## src/rtl/uart_rx.sv

```systemverilog
`default_nettype none
// ============================================================================
// Module      : uart_rx
// Description : Oversampling 8N1 UART receiver. Deserialises the asynchronous
//               rx_data_i line (8 ticks per bit, Prescale clocks per tick) and
//               presents each byte on a ready/valid output, with one-cycle
//               frame-error and overrun pulses.
// Revision    : 1.0 - initial release
// ============================================================================
module uart_rx #(
  parameter int          DataWidth = 8,
  parameter logic [15:0] Prescale  = 16'd27
) (
  input  logic                 clk_i,
  input  logic                 reset_i,
  input  logic                 rx_data_i,
  output logic [DataWidth-1:0] data_o,
  output logic                 valid_o,
  input  logic                 ready_i,
  output logic                 frame_err_o,
  output logic                 overrun_o
);

  // bit_cnt must be able to hold DataWidth-1 even when DataWidth is 1
  localparam int              BW       = $clog2(DataWidth + 1);
  localparam logic [BW-1:0]   LAST_BIT = BW'(DataWidth - 1);
  localparam logic [15:0]     TICK_TOP = Prescale - 16'd1;

  localparam logic [2:0] IDLE      = 3'd0;
  localparam logic [2:0] START     = 3'd1;
  localparam logic [2:0] DATA      = 3'd2;
  localparam logic [2:0] STOP      = 3'd3;
  localparam logic [2:0] WAIT_HIGH = 3'd4;

  logic                 sync1;
  logic                 rx_s;
  logic [15:0]          cnt;
  logic                 tick;
  logic [2:0]           tick_cnt;
  logic [BW-1:0]        bit_cnt;
  logic [2:0]           state;
  logic [DataWidth-1:0] shreg;
  logic                 stop_sample;
  logic                 deliver;

  assign tick        = (cnt == TICK_TOP);
  // the stop bit is sampled on the 8th tick of the stop-bit period
  assign stop_sample = (state == STOP) && tick && (tick_cnt == 3'd7);
  assign deliver     = stop_sample && rx_s;

  // Two-flop synchroniser; idles high so reset does not look like a start bit
  always_ff @(posedge clk_i) begin
    if (reset_i) begin
      sync1 <= 1'b1;
      rx_s  <= 1'b1;
    end else begin
      sync1 <= rx_data_i;
      rx_s  <= sync1;
    end
  end

  // Oversample tick counter, held at zero in IDLE so ticks align to the start edge
  always_ff @(posedge clk_i) begin
    if (reset_i) begin
      cnt <= 16'd0;
    end else if (state == IDLE || tick) begin
      cnt <= 16'd0;
    end else begin
      cnt <= cnt + 16'd1;
    end
  end

  // Frame state machine: start qualification, data shifting, stop check
  always_ff @(posedge clk_i) begin
    if (reset_i) begin
      state    <= IDLE;
      tick_cnt <= 3'd0;
      bit_cnt  <= '0;
      shreg    <= '0;
    end else begin
      case (state)
        IDLE: begin
          tick_cnt <= 3'd0;
          if (!rx_s) begin
            state <= START;
          end
        end
        START: begin
          if (tick) begin
            if (tick_cnt == 3'd3) begin
              tick_cnt <= 3'd0;
              bit_cnt  <= '0;
              // a line that is high again at mid start bit was only a glitch
              state    <= rx_s ? IDLE : DATA;
            end else begin
              tick_cnt <= tick_cnt + 3'd1;
            end
          end
        end
        DATA: begin
          if (tick) begin
            tick_cnt <= tick_cnt + 3'd1;
            if (tick_cnt == 3'd7) begin
              shreg   <= {rx_s, shreg[DataWidth-1:1]};
              bit_cnt <= bit_cnt + BW'(1);
              if (bit_cnt == LAST_BIT) begin
                state <= STOP;
              end
            end
          end
        end
        STOP: begin
          if (tick) begin
            tick_cnt <= tick_cnt + 3'd1;
            if (tick_cnt == 3'd7) begin
              // low stop bit: wait out the break so it reports only once
              state <= rx_s ? IDLE : WAIT_HIGH;
            end
          end
        end
        WAIT_HIGH: begin
          if (rx_s) begin
            state <= IDLE;
          end
        end
        default: begin
          state <= IDLE;
        end
      endcase
    end
  end

  // Output buffer with ready/valid handshake, overrun and frame-error pulses
  always_ff @(posedge clk_i) begin
    if (reset_i) begin
      data_o      <= '0;
      valid_o     <= 1'b0;
      frame_err_o <= 1'b0;
      overrun_o   <= 1'b0;
    end else begin
      frame_err_o <= stop_sample && !rx_s;
      overrun_o   <= 1'b0;
      if (deliver) begin
        if (!valid_o || ready_i) begin
          data_o  <= shreg;
          valid_o <= 1'b1;
        end else begin
          // buffer still owned by the consumer: keep the old byte
          overrun_o <= 1'b1;
        end
      end else if (valid_o && ready_i) begin
        valid_o <= 1'b0;
      end
    end
  end

endmodule
`default_nettype wire

```

## config.mk

```make
export PLATFORM = sky130hd
export DESIGN_NAME = uart_rx
export DESIGN_NICKNAME = d
export VERILOG_FILES = /design/src/rtl/uart_rx.sv
export SDC_FILE = /design/constraint.sdc
export NUM_CORES = 1
export LEC_CHECK = 0
export ABC_AREA = 1
export CAP_MARGIN = 20
export CORE_UTILIZATION = 52
export CTS_CLUSTER_DIAMETER = 150
export DETAILED_ROUTE_END_ITERATION = 6
export HOLD_SLACK_MARGIN = 0.12
export PLACE_DENSITY = 0.75
export SLEW_MARGIN = 20
export SYNTH_ARGS = -nofsm -noshare
export SYNTH_HDL_FRONTEND = slang
export SYNTH_SLANG_ARGS = --single-unit
```

## constraint.sdc

```tcl
create_clock -name clk_i -period 1.4 [get_ports clk_i]
set_input_delay 0.28 -clock clk_i [delete_from_list [all_inputs] [get_ports clk_i]]
set_output_delay 0.28 -clock clk_i [all_outputs]
set_load 0.005 [all_outputs]
```

==> summary.txt, run 1 <==
# DRC: 0
Ranking of synthesized cells by area: dfxtp_1 (41%), nor2_1 (11%), nand2_1 (9.9%), inv_1 (6.3%), a21oi_1 (4.2%)
Max-slew headroom: 78.5%
Post-synth ARST share: 0%
Pre-CTS WS: -0.182 ns
Clock Latency Late Sink: 0.31 ns
Post-layout util: 80.8%
Die H: 68.1 um
Die area: 0.00464 sq mm
MaxCap Viol Count: 0
Final WS setup: -0.199 ns
Cts hold-fix bufs: 0
Vias/cell: 5.33
Final Hold Slack: 0.420 ns
Maximum clock frequency: 0.625 GHz
Critical-path top delay cell: dfxtp_2
Crit path time final: 1.60 ns
Ant diodes: 0
Leak: 1.50 nW
Largest net degree at the start of global routing: 25
Critical Path Max Stage Delay: 0.39 ns
Clock Tree Root: clkbuf_8
Yosys cell types: 33
Routed Antenna Nets: 0
Sequential share of the synthesized area: 41.4%
Max VDD drop: 0.000981 V
CTS H-tree lvls: 2
Initial antenna violation count: 0
Post-layout nets: 394
Overall Power: 4.43 mW
Crit-path cells: nor2_2 > nand2_2 > nor2_4 > nand2_4 > nand2_2 > inv_2 > nor2_4 > nand2_4 > nand2_1 > nand2_1 > nor2_2
Synth Area per Inst: 7.15 sq um
Commonest non-fill, non-tap cell in the layout: nand2_1
Vias in the first global route: 2091
Clock Skews: 0.00871 ns
EDFF count, synth: 0
CTS tree: done
Yosys top cell by area: dfxtp_1
Wire length per cell: 14.4 um
Clock transition at path regs: 0.09 ns
CP arrival: 1.86 ns
Worst-margin pin slew: 0.321 ns
Commonest non-fill, non-tap cells in the layout: nand2_1 (53), nor2_1 (49), buf_4 (37), inv_1 (36), dfxtp_1 (32)
Setup Total Neg Slack: -4.58 ns
Total global routing overflow: 0
CTS sink count: 47
Share of cells above drive strength 1: 38.8%
Rows: 23
YS warnings: 0
Failing checks: setup timing
Final Max Slew Viols: 0
Power per Cell Area: 1340 mW/mm^2
Count of final hold-check violations: 0
Core ar.: 0.00409 sq mm
Critical Path RT: 1.66 ns
Area share of the largest cell type after synthesis: 41.4%
Final WL: 6250 um
Initial DRC count: 198
CTS Buffer Depth: 2
HPWL Detailed: 3510 um
First-pass GRT wire length: 9230 um
Main synth FF type: dfxtp_1
Synthesized net count: 329
Post-Syn Instances: 318
Fin crit share: 114%
Tot GR Track Use: 26.8%
Startpoint types: flip-flop
Clock buffer count from CTS: 5
Setup Viol. Count Final: 41
RSZ-0062 raised after global routing: yes
Top delay family on crit path: simple AND/OR/NAND/NOR gates
CP max FO: 6
Port Buffer Count: 14
Status: finished with violations
Netlist Area Pre-Place: 0.00227 sq mm
Ports: 15
GP Congestion: 0.845
DRT Pass-1 Iters: 5
CP Class: flip-flop to flip-flop
Area Overhead vs Synth: 45.2%
Critical Path End Type: flip-flop
FF+latch count, synth: 47
Initial Util: 55.7%
CP bufs+invs: 1
Worst Hold Class: flip-flop to flip-flop
Vias: 2313
Horiz. Die Dim: 68.1 um
## metrics by stage
stage / cells / cell area [sq um]
after floorplan: 318 / 2280
final: 434 / 3300
after global placement: 415 / 2740
after detailed placement: 415 / 2740
after global routing: 434 / 3300
after CTS: 431 / 3050
## cells in the mapped netlist (2+ instances only)
cell type	n
nor3_2	2
nor2_1	66
ha_1	7
a21oi_1	19
nor3b_1	4
nand3_2	2
clkbuf_1	2
nand2_2	5
inv_2	6
or2_2	2
o21ai_0	14
o21ai_1	3
inv_1	38
nor3_1	5
nand2_1	60
a211oi_1	3
dfxtp_1	47
xor2_1	2
nand4_1	4
nor2_4	4
nand3_1	11
## flip-flops by register name (all words and copies together) (netlist names)
register	count
state	3
valid_o	1
cnt	16
data_o	8
bit_cnt	4
frame_err_o	1
shreg	8
rx_s	1
overrun_o	1
sync1	1
tick_cnt	3
## metal layers
metal,wire length [um],vias up,global-route usage [%]
met5,0,-,0
met2,3180,65,45.3
li1,-,1142,-
met4,84,0,11.2
met1,2680,1096,31.6
met3,298,10,7.17
## where the power goes
group / internal [mW] / switching (mW)
combinational: 0.733 / 1.12
clock: 0.532 / 0.475
sequential: 1.45 / 0.120
## repair_timing
action | CTS | global route
endpoints found under the setup margin | 51 | 45
gates cloned | 3 | 0
buffers inserted | 5 | 3
resized for setup | 55 | 56
pin swaps | 10 | 20
## final cells by class
cell class              count  area (sq um)
multi-input cells         224          1470
flip-flops and latches     47           962
fillers                   248           785
repair buffers             59           510
inverters                  45           179
clock buffers               5          68.8
well taps                  50          62.6
clock inverters             3          43.8
repair inverters            1          3.75
## cells by family (layout without fill, tap and decap cells)
| logic type | Yosys count | after routing | share of synthesized area, % |
|---|---|---|---|
| flip-flops | 47 | 47 | 41.4 |
| XOR/XNOR | 2 | 2 | 0.770 |
| AO/OA/AOI/OAI | 43 | 43 | 10.5 |
| adder cells (fa/ha/maj) | 7 | 7 | 3.85 |
| AND/OR/NAND/NOR | 170 | 172 | 35.0 |
| buffers and inverters | 49 | 113 | 8.53 |
## path summary, 6_finish.rpt
path	start	endpoint	slack (ns)	depth (start not counted)
worst min register to register	sync1$_SDFF_PP1_	rx_s$_SDFF_PP1_	0.42	1
worst max-delay path	cnt[2]$_SDFF_PP0_	state[0]$_SDFFE_PP0P_	-0.20	11
worst min-delay path	sync1$_SDFF_PP1_	rx_s$_SDFF_PP1_	0.42	1
worst max register to register	cnt[2]$_SDFF_PP0_	state[0]$_SDFFE_PP0P_	-0.20	11
Power figures use the tool's default switching activity.
==> run 2, diff against run 1 <==
--- a/config.mk
+++ b/config.mk
@@ -5,13 +5,12 @@
 export SDC_FILE = /design/constraint.sdc
 export NUM_CORES = 1
 export LEC_CHECK = 0
-export ABC_AREA = 1
 export CAP_MARGIN = 20
 export CORE_UTILIZATION = 52
 export CTS_CLUSTER_DIAMETER = 150
 export DETAILED_ROUTE_END_ITERATION = 6
 export HOLD_SLACK_MARGIN = 0.12
-export PLACE_DENSITY = 0.75
+export PLACE_DENSITY = 0.76
 export SLEW_MARGIN = 20
 export SYNTH_ARGS = -nofsm -noshare
 export SYNTH_HDL_FRONTEND = slang
==> run 2 against run 1 <==
  * The flow still finishes with violations (setup timing)
  * Clock skew is 0.0040 ns higher
  * Sequential share of layout area rose by 0.14 points
  * Highest routed layer unchanged
  * Critical endpoint is now shreg[1]$_SDFFE_PP0P_
  * First-iteration DRC count down 15%
  * Total power shrank 38%
  * Core utilization rose by 0.93 points
  * Clock power fell by 13%
  * Via count decreased by 4.6%
  * Sequential cell count unchanged
  * Register-to-register slack got worse by 0.58 ns
  * Combinational power fell by 75%
==> summary.txt, run 2 <==
Final instance area: 0.00327 sq mm
EDFF count, synth: 0
Critical-path top delay cell: or4_4
Fillers: 218
Clock transition at path regs: 0.09 ns
Synth top cells by count: dfxtp_1 (47), nand3_1 (17), a21oi_1 (16)
Die area: 0.00442 sq mm
Initial Util: 54.0%
MaxCap Viol Count: 0
Wire length per cell: 17.6 um
Max-slew headroom: 66.5%
Status: finished with violations
Horiz. Die Dim: 66.5 um
Crit Reg-Reg Endpoint: shreg[1]$_SDFFE_PP0P_
Power per Cell Area: 836 mW/mm^2
Startpoint types: flip-flop
CP Class: flip-flop to flip-flop
Post-Syn Instances: 242
FF-to-FF path depth: 5
Final WL: 6540 um
Fin crit share: 155%
Worst Hold Path Cells: 1
Share of cells above drive strength 1: 41.9%
Leak: 1.33 nW
Crit path time final: 2.18 ns
HPWL Detailed: 3610 um
Final Max Slew Viols: 0
Rows: 23
Tot GR Track Use: 28.7%
Maximum clock frequency: 0.460 GHz
Commonest non-fill, non-tap cell in the layout: buf_4
Area after DPL: 0.00284 sq mm
CTS tree: done
Sequential share of the synthesized area: 43.5%
Reg2Reg Setup Slack: -0.78 ns
Final WS setup: -0.776 ns
Overall Power: 2.73 mW
Clock Latency Late Sink: 0.30 ns
Total global routing overflow: 0
Multi-input logic area: 0.00135 sq mm
DRT Pass-1 Iters: 4
RSZ-0062 raised after global routing: yes
Top flop regs: cnt (16), data_o (8), shreg (8)
Count of final hold-check violations: 0
Ranking of synthesized cells by area: dfxtp_1 (44%), ha_1 (4.1%), nand3_1 (3.9%), a21oi_1 (3.7%), mux2i_1 (3.7%)
Critical Path End Type: flip-flop
Largest reg by FF count: cnt
# DRC: 0
YS warnings: 0
Failing checks: setup timing
Setup Viol. Count Final: 45
Post-layout nets: 332
CP max FO: 5
Critical path's most frequent cell: or4_4
Ports: 15
Post-layout util: 81.7%
CP arrival: 2.37 ns
Clock buffer count from CTS: 5
Netlist Area Pre-Place: 0.00216 sq mm
Vias in the first global route: 2052
Yosys top cell by area: dfxtp_1
Worst Hold Class: flip-flop to flip-flop
Commonest non-fill, non-tap cells in the layout: buf_4 (63), dfxtp_1 (34), nand2_1 (15), nor2_1 (14)
Main synth FF type: dfxtp_1
Clock Tree Root: clkbuf_8
FF+latch count, synth: 47
Initial DRC count: 169
Critical Path Max Stage Delay: 0.60 ns
Max VDD drop: 0.000722 V
Cts hold-fix bufs: 0
GP Congestion: 0.844
Most numerous cell in the Yosys netlist: dfxtp_1
Yosys cell types: 51
CTS Buffer Depth: 2
Worst-margin pin slew: 0.503 ns
Crit Reg-Reg Startpoint: cnt[12]$_SDFF_PP0_
Register area: 957 sq um
Area share of the largest cell type after synthesis: 43.5%
Synthesized net count: 253
Core ar.: 0.00400 sq mm
Routed Antenna Nets: 0
Post-synth ARST share: 0%
Die H: 66.5 um
Hold Crit Start: sync1$_SDFF_PP1_
Crit-path cells: or4_4 > or4_4 > or3_4 > buf_6 > mux2i_1
Port Buffer Count: 14
Largest net degree at the start of global routing: 17
Synth Area per Inst: 8.93 sq um
CTS H-tree lvls: 2
Initial antenna violation count: 0
Clock Skews: 0.0128 ns
First-pass GRT wire length: 9450 um
Vias/cell: 5.93
Max reg flops: 16
Hold endpoint: rx_s$_SDFF_PP1_
CTS sink count: 47
Area Overhead vs Synth: 51.3%
Critical Path RT: 1.60 ns
Ant diodes: 0
Vias: 2206
==> run 2: how the worst max path moves through the flow <==
| stage | from | to | slack, ns | depth (start not counted) |
|---|---|---|---|---|
| 2_1_floorplan | cnt[10]$_SDFF_PP0_ | shreg[0]$_SDFFE_PP0P_ | -0.88 | 6 |
| 3_3_place_gp | cnt[10]$_SDFF_PP0_ | shreg[4]$_SDFFE_PP0P_ | -0.76 | 5 |
| 3_5_place_dp | cnt[10]$_SDFF_PP0_ | shreg[2]$_SDFFE_PP0P_ | -0.81 | 5 |
| 4_1_cts | cnt[12]$_SDFF_PP0_ | shreg[2]$_SDFFE_PP0P_ | -0.75 | 5 |
| 5_1_grt | cnt[12]$_SDFF_PP0_ | shreg[2]$_SDFFE_PP0P_ | -0.81 | 5 |
| 6_report | cnt[12]$_SDFF_PP0_ | shreg[1]$_SDFFE_PP0P_ | -0.78 | 5 |
==> run 2: layer usage <==
layer	vias to the layer above	GRT usage (%)	part of all wire, %
li1	1036	-	-
met1	1070	32.9	42
met2	76	50.1	51
met3	24	6.51	4.3
met4	0	13.6	3.5
met5	-	0	0
==> run 2: layout make-up <==
class	count	share of cell area [%]
flip-flops and latches	47	29.3
multi-input cells	170	41.3
inverters	9	1.03
clock inverters	2	0.421
well taps	50	1.91
clock buffers	6	2.53
repair buffers	88	23.5
==> run 2: where the power goes <==
part | total, mW | internal, mW | switching [mW]
clock network | 0.879 | 0.404 | 0.475
registers | 1.39 | 1.36 | 0.0270
logic | 0.463 | 0.239 | 0.224
==> run 2: what timing repair did <==
action,4_1_cts,5_1_grt
cloned,1,1
hold endpoints to repair,0,0
resized for setup,39,27
setup buffers,4,2
setup endpoints to repair,54,47
pin swaps,14,7
==> run 2: stage by stage <==
step / hold WS, ns / setup TNS [ns] / setup WS (ns) / std cells
global route: 0.439 / -31.81 / -0.809 / 372
floorplan: 0.384 / -28.38 / -0.879 / 242
CTS: 0.425 / -29.43 / -0.750 / 369
finish: 0.420 / -29.97 / -0.776 / 372
global placement: 0.406 / -26.94 / -0.757 / 356
detailed placement: 0.402 / -28.37 / -0.813 / 356
==> run 2: logic make-up (layout without fill, tap and decap cells) <==
| kind of cell | Yosys count | in the layout | share of synthesized area [%] |
|---|---|---|---|
| AO/OA/AOI/OAI | 51 | 51 | 14.9 |
| XOR/XNOR | 10 | 10 | 4.05 |
| adder cells (fa/ha/maj) | 7 | 7 | 4.05 |
| buffers and inverters | 25 | 105 | 4.57 |
| flip-flops | 47 | 47 | 43.5 |
| multiplexers | 9 | 9 | 4.23 |
| AND/OR/NAND/NOR | 93 | 93 | 24.6 |
==> run 2: worst max-delay path, delay by kind of cell (launching register included) <==
| family | cells | cell delay, ns |
|---|---|---|
| multiplexers | 1 | 0.11 |
| flip-flops | 1 | 0.33 |
| buffers and inverters | 1 | 0.14 |
| AND/OR/NAND/NOR | 3 | 1.49 |
